File: src/rtl/rv32im_ctrl_pkg.sv
// Shared types and constants for the RV32IM control path: opcodes, funct7
// values, operand/writeback selector enums, the ID/EX control bundle and M-sequencer states.
package rv32im_ctrl_pkg;

   localparam logic [6:0] OPC_OP     = 7'b0110011;
   localparam logic [6:0] OPC_OP_IMM = 7'b0010011;
   localparam logic [6:0] OPC_LOAD   = 7'b0000011;
   localparam logic [6:0] OPC_STORE  = 7'b0100011;
   localparam logic [6:0] OPC_BRANCH = 7'b1100011;
   localparam logic [6:0] OPC_JAL    = 7'b1101111;
   localparam logic [6:0] OPC_JALR   = 7'b1100111;
   localparam logic [6:0] OPC_LUI    = 7'b0110111;
   localparam logic [6:0] OPC_AUIPC  = 7'b0010111;

   localparam logic [6:0] F7_BASE   = 7'b0000000;
   localparam logic [6:0] F7_ALT    = 7'b0100000;
   localparam logic [6:0] F7_MULDIV = 7'b0000001;

   typedef enum logic [1:0] {
      SRC_A_REG  = 2'd0,
      SRC_A_PC   = 2'd1,
      SRC_A_ZERO = 2'd2
   } alu_src_a_t;

   typedef enum logic [1:0] {
      SRC_B_REG = 2'd0,
      SRC_B_IMM = 2'd1
   } alu_src_b_t;

   typedef enum logic [1:0] {
      WB_ALU = 2'd0,
      WB_MEM = 2'd1,
      WB_PC4 = 2'd2,
      WB_MD  = 2'd3
   } wb_sel_t;

   typedef struct packed {
      logic       valid;
      logic       reg_write;
      logic       mem_write;
      logic       mem_read;
      logic       do_branch;
      logic       do_jump;
      alu_src_a_t alu_src_a;
      alu_src_b_t alu_src_b;
      wb_sel_t    wb_sel;
      logic [2:0] funct3;
      logic       is_md;
   } ctrl_bundle_t;

   typedef enum logic {
      IDLE = 1'b0,
      BUSY = 1'b1
   } md_state_t;

endpackage

File: src/rtl/rv32im_md_seq.sv
// Multi-cycle M-extension sequencer: holds the pipeline for LAT-1 cycles and
// pulses done on the last EX cycle of the operation.
module rv32im_md_seq
   import rv32im_ctrl_pkg::*;
#(
   parameter int MUL_CYCLES = 1,
   parameter int DIV_CYCLES = 33
) (
   input  logic i_clk,
   input  logic i_rst_n,
   input  logic i_flush,
   input  logic i_start,
   input  logic i_is_div,
   output logic o_stall_req,
   output logic o_md_done
);

   localparam logic [6:0] MUL_LAT = 7'(MUL_CYCLES);
   localparam logic [6:0] DIV_LAT = 7'(DIV_CYCLES);

   md_state_t  state_reg;
   logic [5:0] cnt_reg;
   logic [6:0] lat;
   logic       launch_long;
   logic       launch_short;

   assign lat          = i_is_div ? DIV_LAT : MUL_LAT;
   assign launch_long  = (state_reg == IDLE) && i_start && (lat > 7'd1);
   assign launch_short = (state_reg == IDLE) && i_start && (lat == 7'd1);

   // The first stalled cycle is spent in IDLE, so BUSY only has LAT-1 cycles left.
   always_ff @(posedge i_clk or negedge i_rst_n) begin
      if (!i_rst_n) begin
         state_reg <= IDLE;
         cnt_reg   <= '0;
      end else if (i_flush) begin
         state_reg <= IDLE;
         cnt_reg   <= '0;
      end else begin
         case (state_reg)
            IDLE: begin
               if (launch_long) begin
                  cnt_reg   <= 6'(lat - 7'd2);
                  state_reg <= BUSY;
               end
            end
            BUSY: begin
               if (cnt_reg != 6'd0) begin
                  cnt_reg <= cnt_reg - 6'd1;
               end else begin
                  state_reg <= IDLE;
               end
            end
         endcase
      end
   end

   assign o_stall_req = launch_long  || ((state_reg == BUSY) && (cnt_reg != 6'd0));
   assign o_md_done   = launch_short || ((state_reg == BUSY) && (cnt_reg == 6'd0));

endmodule

File: src/rtl/rv32im_ctrl_pipe.sv
// RV32IM control path: full ID decode, ID/EX control register with stall/flush,
// and (when RV32M_EN is defined) the multi-cycle multiply/divide sequencer.
module rv32im_ctrl_pipe
   import rv32im_ctrl_pkg::*;
#(
   parameter int MUL_CYCLES = 1,
   parameter int DIV_CYCLES = 33
) (
   input  logic        i_clk,
   input  logic        i_rst_n,
   input  logic [31:0] i_instr,
   input  logic        i_valid,
   input  logic        i_stall,
   input  logic        i_flush,
   output logic        o_illegal,
   output logic        o_ex_valid,
   output logic        o_ex_reg_write_en,
   output logic        o_ex_mem_write_en,
   output logic        o_ex_mem_read_en,
   output logic        o_ex_do_branch,
   output logic        o_ex_do_jump,
   output logic [1:0]  o_ex_alu_src_a,
   output logic [1:0]  o_ex_alu_src_b,
   output logic [1:0]  o_ex_wb_sel,
   output logic [2:0]  o_ex_funct3,
   output logic        o_ex_is_md,
   output logic        o_stall_req,
   output logic        o_md_done
);

   if (MUL_CYCLES < 1 || MUL_CYCLES > 64 || DIV_CYCLES < 1 || DIV_CYCLES > 64) begin : g_bad_param
      $fatal(1, "rv32im_ctrl_pipe: MUL_CYCLES and DIV_CYCLES must lie in 1..64");
   end

   logic [6:0]   opcode;
   logic [6:0]   funct7;
   logic         illegal_raw;
   ctrl_bundle_t dec;
   ctrl_bundle_t ex_next;
   ctrl_bundle_t ex_reg;
   logic         ex_load;
   logic         unused_instr_bits;

   assign opcode            = i_instr[6:0];
   assign funct7            = i_instr[31:25];
   assign unused_instr_bits = ^{i_instr[24:15], i_instr[11:7]};

   // Unrecognised encodings leave every enable at zero.
   always_comb begin
      dec         = '0;
      dec.funct3  = i_instr[14:12];
      illegal_raw = 1'b0;
      case (opcode)
         OPC_OP: begin
            if (funct7 == F7_BASE || funct7 == F7_ALT) begin
               dec.reg_write = 1'b1;
            end
`ifdef RV32M_EN
            else if (funct7 == F7_MULDIV) begin
               dec.reg_write = 1'b1;
               dec.is_md     = 1'b1;
               dec.wb_sel    = WB_MD;
            end
`endif
            else begin
               illegal_raw = 1'b1;
            end
         end
         OPC_OP_IMM: begin
            dec.alu_src_b = SRC_B_IMM;
            dec.reg_write = 1'b1;
         end
         OPC_LOAD: begin
            dec.alu_src_b = SRC_B_IMM;
            dec.mem_read  = 1'b1;
            dec.reg_write = 1'b1;
            dec.wb_sel    = WB_MEM;
         end
         OPC_STORE: begin
            dec.alu_src_b = SRC_B_IMM;
            dec.mem_write = 1'b1;
         end
         OPC_BRANCH: begin
            dec.alu_src_a = SRC_A_PC;
            dec.alu_src_b = SRC_B_IMM;
            dec.do_branch = 1'b1;
         end
         OPC_JAL: begin
            dec.alu_src_a = SRC_A_PC;
            dec.alu_src_b = SRC_B_IMM;
            dec.do_jump   = 1'b1;
            dec.reg_write = 1'b1;
            dec.wb_sel    = WB_PC4;
         end
         OPC_JALR: begin
            dec.alu_src_b = SRC_B_IMM;
            dec.do_jump   = 1'b1;
            dec.reg_write = 1'b1;
            dec.wb_sel    = WB_PC4;
         end
         OPC_LUI: begin
            dec.alu_src_a = SRC_A_ZERO;
            dec.alu_src_b = SRC_B_IMM;
            dec.reg_write = 1'b1;
         end
         OPC_AUIPC: begin
            dec.alu_src_a = SRC_A_PC;
            dec.alu_src_b = SRC_B_IMM;
            dec.reg_write = 1'b1;
         end
         default: illegal_raw = 1'b1;
      endcase
   end

   assign o_illegal = i_valid & illegal_raw;

   always_comb begin
      ex_next       = dec;
      ex_next.valid = i_valid & ~illegal_raw;
   end

   assign ex_load = ~o_stall_req & ~i_stall;

   always_ff @(posedge i_clk or negedge i_rst_n) begin
      if (!i_rst_n) begin
         ex_reg <= '0;
      end else if (i_flush) begin
         ex_reg <= '0;
      end else if (ex_load) begin
         ex_reg <= ex_next;
      end
   end

   assign o_ex_valid        = ex_reg.valid;
   assign o_ex_reg_write_en = ex_reg.reg_write;
   assign o_ex_mem_write_en = ex_reg.mem_write;
   assign o_ex_mem_read_en  = ex_reg.mem_read;
   assign o_ex_do_branch    = ex_reg.do_branch;
   assign o_ex_do_jump      = ex_reg.do_jump;
   assign o_ex_alu_src_a    = ex_reg.alu_src_a;
   assign o_ex_alu_src_b    = ex_reg.alu_src_b;
   assign o_ex_wb_sel       = ex_reg.wb_sel;
   assign o_ex_funct3       = ex_reg.funct3;

`ifdef RV32M_EN
   logic fresh_reg;
   logic md_stall;
   logic md_done;

   // fresh marks the single cycle after a load, so a held M bundle never restarts.
   always_ff @(posedge i_clk or negedge i_rst_n) begin
      if (!i_rst_n) begin
         fresh_reg <= 1'b0;
      end else if (i_flush) begin
         fresh_reg <= 1'b0;
      end else begin
         fresh_reg <= ex_load;
      end
   end

   rv32im_md_seq #(
      .MUL_CYCLES (MUL_CYCLES),
      .DIV_CYCLES (DIV_CYCLES)
   ) u_md_seq (
      .i_clk       (i_clk),
      .i_rst_n     (i_rst_n),
      .i_flush     (i_flush),
      .i_start     (ex_reg.valid & ex_reg.is_md & fresh_reg),
      .i_is_div    (ex_reg.funct3[2]),
      .o_stall_req (md_stall),
      .o_md_done   (md_done)
   );

   assign o_ex_is_md  = ex_reg.is_md;
   assign o_stall_req = md_stall;
   assign o_md_done   = md_done;
`else
   logic unused_md_bit;

   assign unused_md_bit = ex_reg.is_md;
   assign o_ex_is_md    = 1'b0;
   assign o_stall_req   = 1'b0;
   assign o_md_done     = 1'b0;
`endif

endmodule

File: config.mk
export PLATFORM = sky130hd
export DESIGN_NAME = rv32im_ctrl_pipe
export DESIGN_NICKNAME = d
export VERILOG_FILES = /design/src/rtl/rv32im_ctrl_pkg.sv /design/src/rtl/rv32im_md_seq.sv /design/src/rtl/rv32im_ctrl_pipe.sv
export SDC_FILE = /design/constraint.sdc
export NUM_CORES = 1
export LEC_CHECK = 0
export BUFFER_PORTS_ARGS = -buffer_cell sky130_fd_sc_hd__buf_2
export CAP_MARGIN = 20
export CORE_MARGIN = 1
export CORE_UTILIZATION = 40
export DETAILED_ROUTE_END_ITERATION = 10
export HOLD_SLACK_MARGIN = 0.1
export PLACE_DENSITY = 0.76
export SLEW_MARGIN = 10
export SYNTH_ARGS = -nofsm -noshare
export SYNTH_HDL_FRONTEND = slang
export SYNTH_SLANG_ARGS = --single-unit
File: constraint.sdc
create_clock -name i_clk -period 1.3 [get_ports i_clk]
set_input_delay 0.065 -clock i_clk [delete_from_list [all_inputs] [get_ports i_clk]]
set_output_delay 0.065 -clock i_clk [all_outputs]
set_load 0.01 [all_outputs]
======== Yosys cells after proc, flatten, opt, wreduce, memory -nomap -nowiden ========
Index checks and enable logic that the tools add are counted.
Widths: inputs -> output; s select.
word-level totals
  register bits after elaboration ......... 15
  input port bits ......................... 37
  output and inout port bits .............. 19
cells by class
  eq/ne operators ......................... 11
  muxes and demuxes ....................... 13
  bitwise operators ....................... 3
  reduce and logical (&&, ||, !) cells .... 6
operators with widths
  cell                number
  $mux 16             2
  $eq 7x6->1 const B  4
  $eq 7x7->1 const B  3
  $eq 7x5->1 const B  2
  $pmux 2 s2          2
  $reduce_or 8->1     1
  $eq 7x2->1 const B  1
  $logic_not 7->1     1
  $mux 1              7
  $reduce_or 6->1     1
  $pmux 1 s2          2
  $reduce_or 3->1     1
  $and 1x1->1         2
  $ne 2x1->1 const B  1
  $reduce_or 2->1     1
  $logic_or 1x1->1    1
  $not 1->1           1

======== Logic depth before layout (Yosys ltp) ========
Gate-level depths: netlist of the first run.
  depth in word-level cells ............... 8
  depth in mapped cells ................... 5
  gate-level depth less buffers ........... 4

======== Least setup slack after synthesis of the first run ========
OpenSTA, ideal clock, no wires.
  path type ............................... input to register
  start ................................... input port i_instr[5]
  end ..................................... register ex_reg, in the netlist o_ex_alu_src_b[0]
  setup time .............................. 0.078 ns
  data arrival time ....................... 1.118 ns
  required time ........................... 1.222 ns
  path slack .............................. 0.104 ns
  stages on the path ...................... 5
  cell sequence ........................... buf_2 -> mux2_2 -> o311ai_1 -> nand3_1 -> a21oi_1
on the way
  longest elaborated chain between the ends .. 5
  elaborated cells between the ends (all ways) .. 12
  classes of those cells .................. 8 x eq/ne; 3 x mux; 1 x reduce/logical
RTL lines
  element                                   line                     RTL
  start, declared                           rv32im_ctrl_pipe.sv:11   input logic [31:0] i_instr,
  $eq 7x5->1, or another cell as far along  rv32im_ctrl_pipe.sv:53   case (opcode)
  $reduce_or 8->1 (no line) (*)             --
  $mux 1 (*)                                rv32im_ctrl_pipe.sv:53
  $mux 16 (*)                               rv32im_ctrl_pipe.sv:129  end else if (ex_load) begin
  $mux 16 (*)                               rv32im_ctrl_pipe.sv:127  end else if (i_flush) begin
  end signal, assigned                      rv32im_ctrl_pipe.sv:130  ex_reg <= ex_next;
  end, declared                             rv32im_ctrl_pipe.sv:40   ctrl_bundle_t ex_reg;
Every way passes the cells marked *; elsewhere a longest branch is shown, timed or not. The select of a mux whose other input is x is not followed.
A chain may end at the register's enable or synchronous reset.

======== Final worst setup path of the first run ========
  start ................................... input port i_instr[31]
  end ..................................... output port o_illegal
on the way
  longest elaborated chain between the ends .. 5
  elaborated cells between the ends (all ways) .. 6
  classes of those cells .................. 1 x eq/ne; 2 x mux; 1 x bitwise; 2 x reduce/logical
RTL lines
  element                                        line                     RTL
  $eq 7x6->1 or $logic_not 7->1 (tied branches)  rv32im_ctrl_pipe.sv:55   if (funct7 == F7_BASE || funct7 == F7_ALT) begin
  $logic_or 1x1->1 (*)                           rv32im_ctrl_pipe.sv:55
  $mux 1 (*)                                     rv32im_ctrl_pipe.sv:55
  $pmux 1 s2 (*)                                 rv32im_ctrl_pipe.sv:53
  $and 1x1->1 (*)                                rv32im_ctrl_pipe.sv:115  assign o_illegal = i_valid & illegal_raw;
  end, declared                                  rv32im_ctrl_pipe.sv:15   output logic o_illegal,
Every way passes the cells marked *; elsewhere a longest branch is shown, timed or not.

==> metrics.txt, run 1 <==
Max Cap Viol 0; Power Density 739 mW/mm^2; Port Buf Inserts 35; TritonCTS Sinks 13; status finished, final reports clean; dpl hpwl 1380 um; Rows 15; GP Congestion 0.833; vias in the first global route 734; FMAX 790 MHz; storage element area 325 um^2; Reg power frac 48.2%; crit path launch type input port; violation count after the first detailed-routing iteration 10; Post-synth ARST share 100%; Placed Area 0.00103 mm^2; IO Count 56; Initial Utilization 44.5%; Core ar. 0.00178 mm^2; H-tree Lvls 1; largest net degree at the start of global routing 15; switching share of power 27.3%; Synth Area in XOR/XNOR 0%; most common cell in the netlist dfrtp_1; initial antenna violation count 0; post-route ant nets 0; wire per inst 12.4 um; share of post-route cells with drive strength above 1 41.3%; clock share of power 28.7%; Mapped Cells 88; die area 0.00217 mm^2; TritonCTS clock tree built; vias per inst 5.10; Final Cell Area 0.00117 mm^2; mux contribution to synthesized area 6.47%; total number of vias 831; Post-Synth Simple-Gate Area 29.0%; CP endpoint kind output port; final global-route overflow total 0; Tightest Hold Check Type in -> reg; Switching Power 236 uW; first-pass GRT wire length 3060 um; R2R Setup Slk 0.53 ns; RSZ-0062 raised after global routing true; Post-synth EDFFs 0; Final period util 97.3%; ranking of synthesized cells by area dfrtp_1 41%, a21oi_1 5.0%, mux2i_1 5.0%; worst vdd ir 0.505 mV; filler cell count 160; CP max FO 2; P&R area growth vs syn 47.5%; clock transition at the registers of the reported paths 0.08 ns; HP Start i_stall; yosys warns 0; Hold Path Cell Cnt 3; minimum clock period 1.27 ns; Syn Area/Cell 9.01 um^2; main combinational cell family by area after synthesis simple AND/OR/NAND/NOR gates; end of the worst hold path o_ex_alu_src_a[1]; Final Hold Viols 0; Yosys reg bits 13; fin. max-slew vios 0; Longest Clk Path Bufs 2; Worst Path Class, Setup in -> out; Cell variety after synth 30; Synth Area in Adders 0%; r2r endpoint o_ex_funct3[2]; TNS Setup 0 ns; critical path required time 1.24 ns; Final Skew 0 ns; top cell type by total area after synthesis dfrtp_1; Routed WL 2020 um; Die Y 46.5 um; reg2reg start o_ex_funct3[2]; Top FF cell, synth dfrtp_1; floorplan die width 46.5 um; R2R cell count 2; Worst Setup SP i_instr[31]; area of the multi-input gates 437 um^2; top cells by count, synth 13 x dfrtp_1, 10 x nor2_1, 9 x nand2_1, 8 x a21oi_1, 5 x buf_4; setup violators final 0; nets@finish 176; DR DRC count 0; sequential area share after synthesis 41.0%; Synth Area in Compound Gates 13.7%; Lkg Pwr 0.577 nW; Tot GR Track Use 20.1%; antenna cells 0; combinational share of power 23.0%; CTS root buf clkbuf_4; Int Power 629 uW; Worst-Skew Late Latency 0.27 ns; area fraction of the dominant cell type after synthesis 41.0%; Initial DRT Pass Iterations 4; final core occ 65.6%; Post-Syn Area 793 um^2; Data arrival, critical path 1.20 ns; TritonCTS Buffers 3
## registers in the layout, summed over array words and instances (netlist names)
name,cells
o_ex_valid,1
o_ex_wb_sel,2
o_ex_funct3,3
o_ex_mem_write_en,1
o_ex_do_jump,1
o_ex_alu_src_a,2
o_ex_reg_write_en,1
o_ex_alu_src_b,1
o_ex_do_branch,1
## repair_timing
action                                  4_1_cts  5_1_grt
cloned                                        0        0
hold buffers                                  5        0
endpoints found under the setup margin        1        1
pin swaps                                     0        3
resized for setup                             1        6
buffers inserted                              0        3
endpoints found under the hold margin        17        0
## final cells by class
class                      count  share of cell area, %
tap                           25                   2.67
sequential                    13                   27.8
clock buffer                   4                   2.25
multi-input combinational     64                   37.3
timing repair buffer          53                   28.7
inverter                       4                   1.28
## per-layer routing
layer | vias up | wire [um] | track usage (%)
met4 | 0 | 21 | 8.24
li1 | 409 | - | -
met2 | 27 | 1070 | 33.1
met5 | - | 0 | 0
met3 | 4 | 91 | 6.67
met1 | 391 | 836 | 23.7
## placed cells by master (no fill, tap or decap)
cell,count
nand4bb_1,1
mux2_2,1
o22ai_1,1
o311ai_1,1
or4b_4,1
o32ai_1,1
nor2_1,10
clkbuf_4,3
a211oi_1,1
nand4_1,3
o21a_1,1
buf_4,13
nand4bb_4,1
nor4_4,1
buf_6,2
nand2_1,9
nor4_1,2
a21oi_1,8
mux2i_1,4
clkbuf_1,1
nand3b_1,1
o311ai_2,1
a211oi_2,1
nand4b_1,1
or3_1,1
nand3_1,2
conb_1,4
and2_1,1
or2_1,1
o31a_1,1
or4_1,1
buf_2,33
o21ai_0,1
or4b_1,2
dlygate4sd3_1,5
dfrtp_1,13
inv_1,4
## cell families (layout without fill, tap and decap cells)
logic type	after synthesis	in the layout
other	1	4
muxes	5	5
DFF	13	13
buffers and inverters	14	61
and+or+nand+nor	38	38
AOI/OAI and AO/OA	17	17
## worst max-delay path, stage by stage
cell and delay, ns:
buf_6 0.09, or4b_4 0.54, nor4_4 0.31, a211oi_2 0.05
buf_2 0.14
## stage by stage
stage          setup slack, ns  total power, mW  hold WS, ns  instances
6_report                0.0345            0.865        0.126        163
3_5_place_dp           -0.0511            0.595      -0.0305        151
5_1_grt                -0.0256            0.911        0.139        163
4_1_cts                0.00855            0.858        0.120        160
3_3_place_gp           -0.0423            0.590      -0.0376        151
2_1_floorplan            0.104            0.513       -0.231         91
## power by group through the flow
stage                     Combinational, mW  Clock, mW  Sequential, mW
after floorplan                      0.0831          0           0.430
after global placement                0.165          0           0.425
after detailed placement              0.170          0           0.425
after CTS                             0.182      0.259           0.417
after global routing                  0.220      0.272           0.418
final                                 0.199      0.249           0.417
## worst max path at each step
stage                             end  cells after the start  slack, ns
finish                      o_illegal                      5       0.03
CTS                         o_illegal                      7      0.009
global placement           o_ex_valid                      5      -0.04
detailed placement         o_ex_valid                      5      -0.05
floorplan           o_ex_alu_src_b[0]                      5       0.10
global route                o_illegal                      5      -0.03
Note: power is estimated with default switching activity, not from simulation.
==> run 2, diff against run 1 <==
CORE_UTILIZATION = 36   (was 40)
PLACE_DENSITY = 0.73   (was 0.76)
clock period = 1.1 ns   (was 1.3 ns; I/O delays follow)
==> run 2 against run 1 <==
Effect of this change:
- the run now ends with setup timing left
- critical path depth rose by 1
- combinational power rose by 19%
- routed wire length rose by 2.3%
- register-to-register slack got worse by 0.16 ns
- via count rose by 2.4%
- clock skew did not move
- core utilization fell by 5.3 points
- setup slack got worse by 0.23 ns
- critical path type unchanged
- critical endpoint unchanged
- largest power group unchanged
- highest routed layer unchanged
==> metrics.txt, run 2 (synthesized netlist as in run 1, its figures left out) <==
status complete, but fails checks; failing checks setup timing; most common cell after layout, fill and taps aside buf_2; wire per inst 12.4 um (+0.48%); total number of vias 851 (+2.4%); nets@finish 177 (+0.57%); filler cell count 197 (+23%); vias in the first global route 809 (+10%); Placed Area 0.00104 mm^2 (+0.97%); setup violators final 2 (+2); worst vdd ir 0.386 mV (-24%); first-pass GRT wire length 3390 um (+11%); Port Buf Inserts 35 (unchanged); Worst Path Class, Setup in -> out; Worst-Skew Late Latency 0.28 ns (about the same); share of post-route cells with drive strength above 1 42.4% (+1.1 points); H-tree Lvls 1 (unchanged); Longest Clk Path Bufs 2 (unchanged); most frequent cells in the layout 33 x buf_2, 13 x dfrtp_1, 11 x buf_4, 10 x nor2_1, 9 x nand2_1; TritonCTS Buffers 3 (unchanged); post-route ant nets 0 (unchanged); TritonCTS Sinks 13 (unchanged); max reg flops 3 (unchanged); RSZ-0062 raised after global routing true; R2R Setup Slk 0.37 ns (-0.16 ns); Data arrival, critical path 1.24 ns (+0.04 ns); Routed WL 2060 um (+2.3%); Lkg Pwr 0.600 nW (+4.0%); dpl hpwl 1500 um (+8.4%); minimum clock period 1.29 ns; slowest cell on the critical path or4b_4; IO Count 56 (unchanged); antenna cells 0 (unchanged); clock transition at the registers of the reported paths 0.07 ns (about the same); critical path required time 1.04 ns (-0.20 ns); Final Cell Area 0.00122 mm^2 (+4.3%); FMAX 772 MHz; Final Skew 0 ns (unchanged); Final Hold Viols 0 (unchanged); crit path launch type input port; fin. max-slew vios 0 (unchanged); final global-route overflow total 0 (unchanged); floorplan die width 48.9 um (+5.2%); setup slack after layout -0.195 ns (-0.229 ns); TritonCTS clock tree built; Initial Utilization 39.2% (-5.3 points); violation count after the first detailed-routing iteration 17 (+7); GP Congestion 0.800 (-3.9%); CP endpoint kind output port; Layout Cells excl Fill 166 (+1.8%); Initial DRT Pass Iterations 4 (unchanged); Max Cap Viol 0 (unchanged); vias per inst 5.13 (+0.56%); die area 0.00240 mm^2 (+11%); Tightest Hold Check Type in -> reg; Rows 16 (+1); Final period util 118%; Cells after DPL 153 (+1.3%); hold_ws 0.133 ns (+0.00701 ns); P&R area growth vs syn 53.8%; crit-path max cell delay 0.54 ns (about the same); Power Density 838 mW/mm^2 (+13%); worst path cell trace buf_6, or4b_4, nor4_4, buf_4, a211oi_2, buf_2; Tot GR Track Use 18.8% (-1.3 points); initial antenna violation count 0 (unchanged); CP max FO 2 (unchanged); largest net degree at the start of global routing 15 (unchanged); Die Y 48.9 um (+5.2%); CTS root buf clkbuf_4; Core ar. 0.00202 mm^2 (+13%); DR DRC count 0 (unchanged); DP Worst Slack -0.317 ns (-0.266 ns)
[run 2: changes by cell type in the layout (fill, tap and decap cells not counted), sizes merged]
| cell | before | now |
|---|---|---|
| dlygate4sd3 | 5 | 6 |
[run 2: final cells by class]
| class | instances | area (um^2) | share of cell area, % |
|---|---|---|---|
| inverter | 4 | 15.0 | 1.23 |
| sequential | 13 | 325 | 26.7 |
| timing repair buffer | 54 | 353 | 28.9 |
| multi-input combinational | 64 | 467 | 38.3 |
| clock buffer | 4 | 26.3 | 2.15 |
| tap | 27 | 33.8 | 2.77 |
[run 2: worst max-delay path: cells and delay by family]
kind	cells	cell delay (ns)
buffers and inverters	3	0.39
AOI/OAI and AO/OA	1	0.03
and+or+nand+nor	2	0.76
[run 2: worst paths after layout]
path | depth (start not counted) | start | end
worst max-delay path | 6 | i_instr[27] | o_illegal
worst min-delay path | 2 | i_flush | o_ex_funct3[1]
worst max register to register | 3 | o_ex_reg_write_en | o_ex_reg_write_en
worst min register to register | 2 | o_ex_funct3[0] | o_ex_funct3[0]
max in group asynchronous | 2 | i_rst_n | o_ex_valid
min in group asynchronous | 2 | i_rst_n | o_ex_do_jump
[run 2: power breakdown]
group | internal [mW] | switching, mW
Sequential | 0.488 | 0.00516
Clock | 0.141 | 0.152
Combinational | 0.112 | 0.124
Total | 0.741 | 0.281
[run 2: timing repair]
item,CTS,global route
pin swaps,4,2
setup endpoints to repair,2,2
setup buffers,2,1
gates resized for setup,8,4
endpoints found under the hold margin,19,0
hold buffers,6,0
[run 2: stage by stage]
step                      TNS (ns)  utilization [%]  total power, mW
after floorplan             -0.131                -            0.609
after global placement       -1.11             51.3            0.697
after detailed placement     -1.33             51.3            0.704
after CTS                   -0.355             58.6             1.03
after global routing        -0.456             60.3             1.09
final                       -0.353             60.3             1.02
[run 2: per-layer routing]
layer  up-vias  share of wire (%)  wire [um]  global-route usage, %
met4         0                1.8         38                   9.80
li1        409                  -          -                      -
met5         -                  0          0                      0
met1       404                 42        870                   20.8
met2        35                 51       1060                   33.3
met3         3                4.7         96                   4.36
==> run 3, diff against run 2 <==
PLACE_DENSITY = 0.76   (was 0.73)
==> run 3 against run 2 <==
Effect of this change:
- the run still ends with setup timing left
- first-iteration DRC count fell by 35%
- die area unchanged
- via count is 3.4% lower
- routed wire length is 3.0% lower
- sequential share of layout area up 1.1 points
- maximum frequency fell by 0.57%
- largest cell class unchanged
- largest power group unchanged
- highest routed layer unchanged
==> metrics.txt, run 3 (synthesized netlist as in run 1, its figures left out) <==
vias in the first global route 798 (-1.4%); most frequent cells in the layout 33 x buf_2, 13 x dfrtp_1, 11 x buf_4, 10 x nor2_1, 9 x nand2_1; dpl hpwl 1500 um (about the same); Initial Utilization 39.2% (unchanged); Final Power 1.01 mW (-1.2%); Hold Path Cell Cnt 3 (+1); largest net degree at the start of global routing 15 (unchanged); initial antenna violation count 0 (unchanged); IO Count 56 (unchanged); Die Y 48.9 um (unchanged); GP Congestion 0.813 (+1.6%); CP max FO 2 (unchanged); TritonCTS Sinks 13 (unchanged); failing checks setup timing; setup violators final 2 (unchanged); die area 0.00240 mm^2 (unchanged); antenna cells 0 (unchanged); Final Hold Viols 0 (unchanged); end of the worst hold path o_ex_alu_src_a[1]; hold_ws 0.108 ns (-0.0245 ns); share of post-route cells with drive strength above 1 41.9% (-0.53 points); Lkg Pwr 0.572 nW (-4.8%); floorplan die width 48.9 um (unchanged); Port Buf Inserts 35 (unchanged); Max Cap Viol 0 (unchanged); HP Start i_stall; Longest Clk Path Bufs 2 (unchanged); Routed WL 2000 um (-3.0%); fin. max-slew vios 0 (unchanged); worst path cell trace buf_6, or4b_4, nor4_4, buf_4, a211oi_2, buf_2; slowest cell on the critical path or4b_4; Final Skew 0 ns (unchanged); r2r endpoint o_ex_reg_write_en; CTS root buf clkbuf_4; first-pass GRT wire length 3440 um (+1.2%); wire per inst 12.3 um (-1.2%); post-route ant nets 0 (unchanged); Rows 16 (unchanged); total number of vias 822 (-3.4%); DR DRC count 0 (unchanged); Tot GR Track Use 18.8% (about the same); max reg flops 3 (unchanged); Initial DRT Pass Iterations 4 (unchanged); Tightest Hold Check Type in -> reg; Power Density 864 mW/mm^2 (+3.1%); TritonCTS Buffers 3 (unchanged); critical path required time 1.04 ns (about the same); final global-route overflow total 0 (unchanged); Final period util 118% (+0.68 points); crit path launch type input port; Worst-Skew Late Latency 0.27 ns (about the same); nets@finish 174 (-1.7%); vias per inst 5.04 (-1.6%); crit-path max cell delay 0.54 ns (about the same); violation count after the first detailed-routing iteration 11 (-6); P&R area growth vs syn 47.5%; Core ar. 0.00202 mm^2 (unchanged); most common cell after layout, fill and taps aside buf_2; FMAX 768 MHz (-0.57%); R2R cell count 3 (unchanged); TritonCTS clock tree built; CP endpoint kind output port; setup slack after layout -0.202 ns (-0.00743 ns); reg2reg start o_ex_reg_write_en; Data arrival, critical path 1.25 ns (about the same); R2R Setup Slk 0.38 ns (about the same); minimum clock period 1.30 ns (+0.00744 ns); H-tree Lvls 1 (unchanged); worst vdd ir 0.505 mV (+31%); Worst Path Class, Setup in -> out; clock transition at the registers of the reported paths 0.08 ns (about the same); DP Worst Slack -0.330 ns (-0.0129 ns); status complete, but fails checks; RSZ-0062 raised after global routing true
## run 3: cell count changes in the layout (fill, tap and decap cells not counted)
cell | previous run | this run
o311ai_4 | 1 | 0
buf_6 | 4 | 2
o311ai_2 | 1 | 2
nand3_4 | 1 | 0
dlygate4sd3_1 | 6 | 5
nand3_2 | 0 | 1
## run 3: how the worst max path moves through the flow
stage | from | end | slack (ns)
floorplan | i_instr[5] | o_ex_valid | -0.05
global placement | i_instr[27] | o_illegal | -0.29
detailed placement | i_instr[27] | o_ex_valid | -0.33
CTS | i_instr[31] | o_illegal | -0.25
global route | i_instr[31] | o_illegal | -0.25
finish | i_instr[31] | o_illegal | -0.20
## run 3: metrics by stage
step / std cells / TNS, ns / util [%] / area, um^2
global route: 163 / -0.333 / 57.9 / 1170
floorplan: 91 / -0.131 / - / 812
detailed placement: 153 / -1.39 / 51.3 / 1040
CTS: 162 / -0.252 / 56.6 / 1140
global placement: 153 / -1.10 / 51.3 / 1040
finish: 163 / -0.222 / 57.9 / 1170
## run 3: worst max-delay path, delay by kind of cell
kind | cells | cell delay, ns
AO/OA/AOI/OAI | 1 | 0.03
buffers and inverters | 3 | 0.39
AND/OR/NAND/NOR | 2 | 0.77
## run 3: power breakdown
part | total, mW | switching, mW | internal, mW
clock network | 0.288 | 0.148 | 0.140
registers | 0.493 | 0.00536 | 0.488
logic | 0.229 | 0.119 | 0.110
## run 3: timing repair
item                                    CTS  global route
pin swaps                                 3             1
hold endpoints to repair                 17             0
gates resized for setup                   5             3
hold buffers                              5             0
endpoints found under the setup margin    2             2
setup buffers                             0             1
## run 3: layout make-up
cell class | count | area (um^2)
Fill cell | 189 | 852
Tap cell | 27 | 33.8
Timing Repair Buffer | 51 | 320
Clock buffer | 4 | 26.3
Multi-Input combinational cell | 64 | 449
Inverter | 4 | 15.0
Sequential cell | 13 | 325
## run 3: routing by layer
metal  vias up  routed length (um)  global-route usage [%]
li1        406                   -                       -
met1       381                 881                    21.0
met2        33                1010                    35.0
met3         2                  99                    2.49
met4         0                   8                    8.82
met5         -                   0                       0
